## src/rtl/arm_isa_pkg.sv

```systemverilog
// Shared ARM encoding constants and the decoded-field bundle used by the instruction encoder.
// Internal opcode space: 0xxxx data processing, 10000 single data transfer, 10001 branch.
package arm_isa_pkg;

    localparam logic [4:0] OP_SDT     = 5'b10000;
    localparam logic [4:0] OP_BR      = 5'b10001;
    localparam logic [4:0] OP_INVALID = 5'b11111;

    localparam logic [1:0] FMT_DP  = 2'b00;
    localparam logic [1:0] FMT_SDT = 2'b01;
    localparam logic [2:0] FMT_BR  = 3'b101;

    // MOV r0,r0 with cond=AL
    localparam logic [31:0] NOP_WORD_DEFAULT = 32'hE1A00000;

    typedef enum logic [1:0] {
        KIND_DP  = 2'd0,
        KIND_SDT = 2'd1,
        KIND_BR  = 2'd2,
        KIND_BAD = 2'd3
    } instr_kind_e;

    typedef struct packed {
        logic [3:0]  cond;
        logic [4:0]  opcode;
        logic [3:0]  rn;
        logic [3:0]  rd;
        logic [3:0]  rm;
        logic        s_bit;
        logic        i_bit;
        logic [11:0] shv;
        logic        p_bit;
        logic        u_bit;
        logic        b_bit;
        logic        w_bit;
        logic        l_bit;
        logic        link_bit;
        logic [23:0] br_imm;
    } fields_t;

    function automatic instr_kind_e classify(input logic [4:0] op);
        if (!op[4])
            return KIND_DP;
        else if (op == OP_SDT)
            return KIND_SDT;
        else if (op == OP_BR)
            return KIND_BR;
        else
            return KIND_BAD;
    endfunction

endpackage

```

## src/rtl/instruction_encoder_if.sv

```systemverilog
// Field-bundle input stream, encoded-word output stream and address control for instruction_encoder.
// The encoder is the slave; the loader/bench driving fields and consuming words is the master.
interface instruction_encoder_if #(
    parameter int ADDR_W = 6
);
    logic              flush;
    logic              addr_load;
    logic [ADDR_W-1:0] addr_init;

    logic              in_valid;
    logic              in_ready;
    logic [3:0]        cond;
    logic [4:0]        opcode;
    logic [3:0]        rn;
    logic [3:0]        rd;
    logic [3:0]        rm;
    logic              CPSRwrite;
    logic              immediateOperand;
    logic [11:0]       shifterVals;
    logic              prePostAddOffset;
    logic              upDownOffset;
    logic              byteOrWord;
    logic              writeBack;
    logic              loadStore;
    logic              linkBit;
    logic [23:0]       branchImmediate;

    logic              out_valid;
    logic              out_ready;
    logic [31:0]       out_word;
    logic [ADDR_W-1:0] out_addr;
    logic              out_invalid;

    modport slave (
        input  flush, addr_load, addr_init,
        input  in_valid, cond, opcode, rn, rd, rm, CPSRwrite, immediateOperand,
        input  shifterVals, prePostAddOffset, upDownOffset, byteOrWord, writeBack,
        input  loadStore, linkBit, branchImmediate,
        output in_ready,
        output out_valid, out_word, out_addr, out_invalid,
        input  out_ready
    );

    modport master (
        output flush, addr_load, addr_init,
        output in_valid, cond, opcode, rn, rd, rm, CPSRwrite, immediateOperand,
        output shifterVals, prePostAddOffset, upDownOffset, byteOrWord, writeBack,
        output loadStore, linkBit, branchImmediate,
        input  in_ready,
        input  out_valid, out_word, out_addr, out_invalid,
        output out_ready
    );

endinterface

```

## src/rtl/instr_field_pack.sv

```systemverilog
// Combinational packer: one decoded field bundle -> 32-bit ARM word plus an invalid-opcode flag.
module instr_field_pack
    import arm_isa_pkg::*;
#(
    parameter logic [31:0] NOP_WORD = NOP_WORD_DEFAULT
) (
    input  fields_t     f,
    output logic [31:0] word,
    output logic        invalid
);

    logic [3:0] dp_op2lo;
    logic [3:0] sdt_op2lo;

    // The I bit selects the low nibble in opposite senses for DP and SDT.
    assign dp_op2lo  = f.i_bit ? f.shv[3:0] : f.rm;
    assign sdt_op2lo = f.i_bit ? f.rm : f.shv[3:0];

    always_comb begin
        word    = NOP_WORD;
        invalid = 1'b0;
        case (classify(f.opcode))
            KIND_DP:  word = {f.cond, FMT_DP, f.i_bit, f.opcode[3:0], f.s_bit,
                              f.rn, f.rd, f.shv[11:4], dp_op2lo};
            KIND_SDT: word = {f.cond, FMT_SDT, f.i_bit, f.p_bit, f.u_bit, f.b_bit,
                              f.w_bit, f.l_bit, f.rn, f.rd, f.shv[11:4], sdt_op2lo};
            KIND_BR:  word = {f.cond, FMT_BR, f.link_bit, f.br_imm};
            default: begin
                word    = NOP_WORD;
                invalid = 1'b1;
            end
        endcase
    end

endmodule

```

## src/rtl/instruction_encoder.sv

```systemverilog
// Two-stage valid/ready pipeline that packs decoded ARM fields into instruction words and tags
// each with a wrapping instruction-memory word address.
module instruction_encoder
    import arm_isa_pkg::*;
#(
    parameter int          ADDR_W   = 6,
    parameter logic [31:0] NOP_WORD = NOP_WORD_DEFAULT
) (
    input  logic                  clk,
    input  logic                  reset,
    instruction_encoder_if.slave  bus
);

    localparam logic [ADDR_W-1:0] ADDR_ONE = {{(ADDR_W-1){1'b0}}, 1'b1};

    logic              s1_valid_q, s1_valid_d;
    fields_t           s1_fields_q, s1_fields_d;
    logic              s2_valid_q, s2_valid_d;
    logic [31:0]       s2_word_q, s2_word_d;
    logic              s2_invalid_q, s2_invalid_d;
    logic [ADDR_W-1:0] addr_q, addr_d;

    fields_t     in_fields;
    logic [31:0] pack_word;
    logic        pack_invalid;
    logic        s2_free;
    logic        in_ready;
    logic        in_fire;
    logic        s1_adv;
    logic        out_fire;

    always_comb begin
        in_fields          = '0;
        in_fields.cond     = bus.cond;
        in_fields.opcode   = bus.opcode;
        in_fields.rn       = bus.rn;
        in_fields.rd       = bus.rd;
        in_fields.rm       = bus.rm;
        in_fields.s_bit    = bus.CPSRwrite;
        in_fields.i_bit    = bus.immediateOperand;
        in_fields.shv      = bus.shifterVals;
        in_fields.p_bit    = bus.prePostAddOffset;
        in_fields.u_bit    = bus.upDownOffset;
        in_fields.b_bit    = bus.byteOrWord;
        in_fields.w_bit    = bus.writeBack;
        in_fields.l_bit    = bus.loadStore;
        in_fields.link_bit = bus.linkBit;
        in_fields.br_imm   = bus.branchImmediate;
    end

    instr_field_pack #(
        .NOP_WORD (NOP_WORD)
    ) u_pack (
        .f       (s1_fields_q),
        .word    (pack_word),
        .invalid (pack_invalid)
    );

    // Flush and reset both block every transfer, so no handshake is ever counted in those cycles.
    assign s2_free  = !s2_valid_q || bus.out_ready;
    assign in_ready = reset && !bus.flush && (!s1_valid_q || s2_free);
    assign in_fire  = bus.in_valid && in_ready;
    assign s1_adv   = s1_valid_q && s2_free && !bus.flush;
    assign out_fire = s2_valid_q && bus.out_ready && !bus.flush;

    always_comb begin
        s1_valid_d   = s1_valid_q;
        s1_fields_d  = s1_fields_q;
        s2_valid_d   = s2_valid_q;
        s2_word_d    = s2_word_q;
        s2_invalid_d = s2_invalid_q;

        if (bus.flush) begin
            s1_valid_d = 1'b0;
            s2_valid_d = 1'b0;
        end else begin
            if (s1_adv)
                s1_valid_d = 1'b0;
            if (in_fire) begin
                s1_valid_d  = 1'b1;
                s1_fields_d = in_fields;
            end
            if (s2_free)
                s2_valid_d = s1_valid_q;
            if (s1_adv) begin
                s2_word_d    = pack_word;
                s2_invalid_d = pack_invalid;
            end
        end
    end

    // A load wins over a same-cycle increment; the loaded value tags the next word out.
    always_comb begin
        addr_d = addr_q;
        if (bus.addr_load)
            addr_d = bus.addr_init;
        else if (out_fire)
            addr_d = addr_q + ADDR_ONE;
    end

    always_ff @(posedge clk) begin
        if (!reset) begin
            s1_valid_q   <= 1'b0;
            s1_fields_q  <= '0;
            s2_valid_q   <= 1'b0;
            s2_word_q    <= '0;
            s2_invalid_q <= 1'b0;
            addr_q       <= '0;
        end else begin
            s1_valid_q   <= s1_valid_d;
            s1_fields_q  <= s1_fields_d;
            s2_valid_q   <= s2_valid_d;
            s2_word_q    <= s2_word_d;
            s2_invalid_q <= s2_invalid_d;
            addr_q       <= addr_d;
        end
    end

    assign bus.in_ready    = in_ready;
    assign bus.out_valid   = s2_valid_q;
    assign bus.out_word    = s2_word_q;
    assign bus.out_addr    = addr_q;
    assign bus.out_invalid = s2_invalid_q;

endmodule

```

## src/flat_wrapper.sv

```systemverilog
// flat-port wrapper written by rule: the top's interface ports become plain ports
module instruction_encoder_flat import arm_isa_pkg::*;
#(
    parameter int          ADDR_W   = 6,
    parameter logic [31:0] NOP_WORD = NOP_WORD_DEFAULT
)
  (clk, reset, bus_flush, bus_addr_load, bus_addr_init, bus_in_valid, bus_cond, bus_opcode, bus_rn, bus_rd, bus_rm, bus_CPSRwrite, bus_immediateOperand, bus_shifterVals, bus_prePostAddOffset, bus_upDownOffset, bus_byteOrWord, bus_writeBack, bus_loadStore, bus_linkBit, bus_branchImmediate, bus_in_ready, bus_out_valid, bus_out_word, bus_out_addr, bus_out_invalid, bus_out_ready);
  instruction_encoder_if #(.ADDR_W(ADDR_W)) bus_i ();
  input  logic clk;
  input  logic reset;
  input wire logic [$bits(bus_i.flush)-1:0] bus_flush;
  input wire logic [$bits(bus_i.addr_load)-1:0] bus_addr_load;
  input wire logic [$bits(bus_i.addr_init)-1:0] bus_addr_init;
  input wire logic [$bits(bus_i.in_valid)-1:0] bus_in_valid;
  input wire logic [$bits(bus_i.cond)-1:0] bus_cond;
  input wire logic [$bits(bus_i.opcode)-1:0] bus_opcode;
  input wire logic [$bits(bus_i.rn)-1:0] bus_rn;
  input wire logic [$bits(bus_i.rd)-1:0] bus_rd;
  input wire logic [$bits(bus_i.rm)-1:0] bus_rm;
  input wire logic [$bits(bus_i.CPSRwrite)-1:0] bus_CPSRwrite;
  input wire logic [$bits(bus_i.immediateOperand)-1:0] bus_immediateOperand;
  input wire logic [$bits(bus_i.shifterVals)-1:0] bus_shifterVals;
  input wire logic [$bits(bus_i.prePostAddOffset)-1:0] bus_prePostAddOffset;
  input wire logic [$bits(bus_i.upDownOffset)-1:0] bus_upDownOffset;
  input wire logic [$bits(bus_i.byteOrWord)-1:0] bus_byteOrWord;
  input wire logic [$bits(bus_i.writeBack)-1:0] bus_writeBack;
  input wire logic [$bits(bus_i.loadStore)-1:0] bus_loadStore;
  input wire logic [$bits(bus_i.linkBit)-1:0] bus_linkBit;
  input wire logic [$bits(bus_i.branchImmediate)-1:0] bus_branchImmediate;
  output wire logic [$bits(bus_i.in_ready)-1:0] bus_in_ready;
  output wire logic [$bits(bus_i.out_valid)-1:0] bus_out_valid;
  output wire logic [$bits(bus_i.out_word)-1:0] bus_out_word;
  output wire logic [$bits(bus_i.out_addr)-1:0] bus_out_addr;
  output wire logic [$bits(bus_i.out_invalid)-1:0] bus_out_invalid;
  input wire logic [$bits(bus_i.out_ready)-1:0] bus_out_ready;
  assign bus_i.flush = bus_flush;
  assign bus_i.addr_load = bus_addr_load;
  assign bus_i.addr_init = bus_addr_init;
  assign bus_i.in_valid = bus_in_valid;
  assign bus_i.cond = bus_cond;
  assign bus_i.opcode = bus_opcode;
  assign bus_i.rn = bus_rn;
  assign bus_i.rd = bus_rd;
  assign bus_i.rm = bus_rm;
  assign bus_i.CPSRwrite = bus_CPSRwrite;
  assign bus_i.immediateOperand = bus_immediateOperand;
  assign bus_i.shifterVals = bus_shifterVals;
  assign bus_i.prePostAddOffset = bus_prePostAddOffset;
  assign bus_i.upDownOffset = bus_upDownOffset;
  assign bus_i.byteOrWord = bus_byteOrWord;
  assign bus_i.writeBack = bus_writeBack;
  assign bus_i.loadStore = bus_loadStore;
  assign bus_i.linkBit = bus_linkBit;
  assign bus_i.branchImmediate = bus_branchImmediate;
  assign bus_in_ready = bus_i.in_ready;
  assign bus_out_valid = bus_i.out_valid;
  assign bus_out_word = bus_i.out_word;
  assign bus_out_addr = bus_i.out_addr;
  assign bus_out_invalid = bus_i.out_invalid;
  assign bus_i.out_ready = bus_out_ready;
  instruction_encoder #(.ADDR_W(ADDR_W), .NOP_WORD(NOP_WORD)) u_core (.clk(clk), .reset(reset), .bus(bus_i));
endmodule
```

## config.mk

```make
export PLATFORM = sky130hd
export DESIGN_NAME = instruction_encoder_flat
export DESIGN_NICKNAME = d
export VERILOG_FILES = /design/src/rtl/arm_isa_pkg.sv /design/src/rtl/instruction_encoder_if.sv /design/src/rtl/instr_field_pack.sv /design/src/rtl/instruction_encoder.sv /design/src/flat_wrapper.sv
export SDC_FILE = /design/constraint.sdc
export NUM_CORES = 1
export LEC_CHECK = 0
export BUFFER_PORTS_ARGS = -buffer_cell sky130_fd_sc_hd__buf_2
export CORE_MARGIN = 2
export CORE_UTILIZATION = 49
export CTS_BUF_LIST = sky130_fd_sc_hd__clkbuf_8
export CTS_CLUSTER_SIZE = 28
export DETAILED_ROUTE_END_ITERATION = 10
export GPL_TIMING_DRIVEN = 0
export PLACE_DENSITY = 0.83
export REMOVE_ABC_BUFFERS = 1
export SYNTH_ARGS = -nofsm -noshare
export SYNTH_HDL_FRONTEND = slang
export SYNTH_SLANG_ARGS = --single-unit
```

## constraint.sdc

```tcl
create_clock -name clk -period 1.66 [get_ports clk]
set_clock_uncertainty 0.1 [all_clocks]
set_input_delay 0.083 -clock clk [delete_from_list [all_inputs] [get_ports clk]]
set_output_delay 0.083 -clock clk [all_outputs]
set_load 0.01 [all_outputs]
```

==> flow_results.xml <==
<?xml version="1.0" encoding="UTF-8"?>
<metrics>
  <group name="hold_path">
    <metric name="path_category_of_the_worst_min_delay_check" unit="">in -&gt; reg</metric>
  </group>
  <group name="synth">
    <metric name="avgSynthCellArea" unit="sq um">9.95</metric>
    <metric name="post-synth-top-area-cell" unit="">dfxtp_1</metric>
    <metric name="gate_count_of_the_mapped_netlist" unit="">441</metric>
    <metric name="synthesis.area" unit="sq um">4390</metric>
    <metric name="ys_seq_area_share" unit="%">48.3</metric>
    <metric name="ys_top_cells_by_area" unit="">dfxtp_1 (48%), mux2i_1 (16%), nor2b_1 (9.3%)</metric>
    <metric name="synthesis_stage_register_bit_count" unit="">106</metric>
    <metric name="synth_async_sr_flop_share" unit="%">0</metric>
    <metric name="yosys_warnings" unit="">0</metric>
    <metric name="ys_types" unit="">41</metric>
    <metric name="synthFlopType" unit="">dfxtp_1</metric>
    <metric name="synthDominantCellAreaShare" unit="%">48.3</metric>
    <metric name="synth_edf_count" unit="">0</metric>
  </group>
  <group name="floorplanning">
    <metric name="initial_core_util" unit="%">50.3</metric>
    <metric name="chipWidth" unit="um">98.6</metric>
    <metric name="floorplan.rows" unit="">34</metric>
    <metric name="chipHeight" unit="um">98.6</metric>
    <metric name="core_area" unit="sq um">8720</metric>
    <metric name="fp.dieArea" unit="sq um">9730</metric>
    <metric name="ios" unit="">118</metric>
  </group>
  <group name="cts">
    <metric name="clock_insertion_delay_worst_skew" unit="ps">360</metric>
    <metric name="h-tree-depth" unit="">3</metric>
    <metric name="maximum_number_of_buffers_from_clock_root_to_sink" unit="">2</metric>
    <metric name="cts.sink_count" unit="">106</metric>
    <metric name="cts_tree" unit="">yes</metric>
    <metric name="cts_root_buffer" unit="">clkbuf_8</metric>
    <metric name="clkTransAtPathRegs" unit="ps">100</metric>
    <metric name="cts_made_buffers" unit="">9</metric>
  </group>
  <group name="timing">
    <metric name="final_period_minus_worst_setup_slack" unit="ps">1710</metric>
    <metric name="fin_ws" unit="ps">-45.4</metric>
    <metric name="finalCritPeriodShare" unit="%">103</metric>
    <metric name="rsz0062_at_grt" unit="">true</metric>
    <metric name="final-hold-violation-count" unit="">0</metric>
    <metric name="timing.slew.headroom" unit="%">68.0</metric>
    <metric name="max_slew.worst_pin.slew" unit="ps">480</metric>
    <metric name="report.final.slew_viol_count" unit="">0</metric>
    <metric name="fmax" unit="GHz">0.586</metric>
    <metric name="setup_viol_count_final" unit="">1</metric>
  </group>
  <group name="global_route">
    <metric name="grt_util_all_layers" unit="%">24.3</metric>
    <metric name="grt_first_pass_wirelength" unit="um">19000</metric>
    <metric name="grt_pass1_vias" unit="">3998</metric>
    <metric name="grt_overflow_total" unit="">0</metric>
    <metric name="grt_max_degree" unit="">102</metric>
    <metric name="antenna_found_initial" unit="">0</metric>
  </group>
  <group name="finish">
    <metric name="fillers" unit="">594</metric>
    <metric name="layout-drive-gt1-share" unit="%">30.9</metric>
    <metric name="syn_to_final_growth" unit="%">45.0</metric>
    <metric name="insertedDiodeCount" unit="">0</metric>
    <metric name="layout_commonest_cell" unit="">buf_2</metric>
    <metric name="post_layout_nonfiller_instances" unit="">742</metric>
    <metric name="most-common-layout-cells" unit="">buf_2 (116), dfxtp_1 (100), dlygate4sd3_1 (75)</metric>
    <metric name="seq_area" unit="sq um">2130</metric>
    <metric name="multi_input_comb_area" unit="sq um">2310</metric>
    <metric name="nNetsFinal" unit="">707</metric>
  </group>
  <group name="detailed_routing">
    <metric name="route.detailed.vias_per_inst" unit="">5.40</metric>
    <metric name="routed-wl-met3" unit="um">571</metric>
    <metric name="drtPass1Iterations" unit="">4</metric>
    <metric name="routedWlPerCell" unit="um">16.8</metric>
    <metric name="postRouteWirelength" unit="um">12500</metric>
    <metric name="initialDrtViolationCount" unit="">150</metric>
    <metric name="dr_wl_met2" unit="um">6400</metric>
    <metric name="met1Wirelength" unit="um">5290</metric>
    <metric name="dr.max_layer_used" unit="">met4</metric>
    <metric name="drt.antenna.violating_nets" unit="">0</metric>
    <metric name="detailroute.via_count" unit="">4009</metric>
    <metric name="remaining_drc_errors" unit="">0</metric>
  </group>
  <group name="run_status">
    <metric name="run_status" unit="">complete, but fails checks</metric>
    <metric name="violations_in_the_final_reports" unit="">negative setup slack</metric>
  </group>
  <group name="pwr">
    <metric name="p_total" unit="uW">5100</metric>
    <metric name="power.density" unit="nW/um^2">801</metric>
    <metric name="worst_ir_drop_vdd" unit="V">0.000595</metric>
    <metric name="power.static_leakage" unit="uW">0.00302</metric>
  </group>
  <group name="placement">
    <metric name="port_buf_inserts" unit="">117</metric>
    <metric name="finalWeightedCongestion" unit="">0.808</metric>
    <metric name="dp_cells" unit="">637</metric>
    <metric name="dp_hpwl" unit="um">6400</metric>
  </group>
  <group name="worst_setup_path">
    <metric name="cp.required" unit="ps">1800</metric>
    <metric name="critical-path-slowest-cell" unit="">dfxtp_1</metric>
    <metric name="arrival" unit="ps">1840</metric>
    <metric name="setup.worst_path.class" unit="">reg -&gt; reg</metric>
    <metric name="critical_path_peak_fanout" unit="">10</metric>
    <metric name="critical_path.endpoint_type" unit="">flop</metric>
    <metric name="worstPathCellList" unit="">mux2_2, a221oi_1, a211oi_1</metric>
    <metric name="critPathLaunchType" unit="">flop</metric>
    <metric name="largest_stage_delay_worst_path" unit="ps">630</metric>
  </group>
  <group name="run">
    <metric name="maxCapViolCount" unit="">0</metric>
  </group>
</metrics>
==> report_power, final <==
group / internal, uW / switching, uW / total [uW]
combinational: 373 / 274 / 646
sequential: 2630 / 70.0 / 2700
clock: 864 / 891 / 1750
==> what timing repair did <==
item                                    4_1_cts  5_1_grt
pin swaps                                     7        5
hold endpoints to repair                     72        0
resized for setup                            18       31
hold buffers                                 75        0
endpoints found under the setup margin       99       69
setup buffers                                 8        2
cloned                                        2        2
==> routing by layer <==
layer	vias up	GRT usage, %
met3	20	5.04
li1	1920	-
met4	0	7.27
met5	-	0
met2	136	42.6
met1	1933	30.2
==> cells in the mapped netlist, types with 7 or more instances <==
| cell type | instances |
|---|---|
| mux2_2 | 8 |
| mux2i_1 | 68 |
| dfxtp_1 | 106 |
| clkbuf_1 | 15 |
| a21oi_1 | 9 |
| buf_2 | 9 |
| o21ai_0 | 28 |
| nor2_1 | 36 |
| nand2_1 | 19 |
| a221oi_1 | 20 |
| nor2b_1 | 65 |
| nor3_1 | 7 |
==> cell families after synthesis <==
kind of cell               count (synthesis)  share of synthesized area (%)
AOI/OAI and AO/OA                         75                           11.4
xor gates and xnor gates                   5                          0.998
adders and majority gates                  1                          0.285
buffers and inverters                     35                           3.79
DFF                                      106                           48.3
muxes                                     76                           17.6
and+or+nand+nor                          143                           17.6
==> through the flow <==
step | setup slack [ps] | hold WS (ps) | util (%) | area (sq um) | TNS (ps)
global route | -84.0 | 42.1 | 73.0 | 6360 | -539
finish | -45.4 | 44.2 | 73.0 | 6360 | -45.4
detailed placement | -1110 | 224 | 57.5 | 5020 | -81610
global placement | -2480 | 217 | 56.8 | 4950 | -229080
floorplan | -1490 | 100 | - | 4230 | -121810
CTS | -8.15 | 38.7 | 70.7 | 6170 | -23.0
==> path summary, 6_finish.rpt <==
| kind | start | to | slack [ps] | cells after the start |
|---|---|---|---|---|
| max | u_core.s1_fields_q[42] | u_core.bus.out_word[1] | -50 | 3 |
| min reg2reg | u_core.bus.out_word[28] | u_core.bus.out_word[28] | 370 | 2 |
| max reg2reg | u_core.s1_fields_q[42] | u_core.bus.out_word[1] | -50 | 3 |
| min | bus_flush | u_core.bus.out_invalid | 40 | 4 |
==> registers in the layout, indices dropped and copies added, names as in the netlist <==
signal and cells:
u_core.s1_fields_q 65, u_core.bus.out_valid 1, u_core.s1_valid_q 1, u_core.bus.out_addr 6, u_core.bus.out_invalid 1, u_core.bus.out_word 32
==> layout make-up <==
type                    count  area share (%)
multi-input cells         303            36.4
flip-flops and latches    106            33.5
repair buffers            206            24.3
well taps                 108            2.12
clock buffers               9            1.95
clock inverters             7            1.57
inverters                   3           0.197
==> critical path: cells and delay by family, from the launching register on <==
| family | cells | cell delay, ps |
|---|---|---|
| multiplexers | 1 | 390 |
| AO/OA/AOI/OAI | 2 | 470 |
| flip-flops | 1 | 630 |
Note: power is estimated with default switching activity, not from simulation.
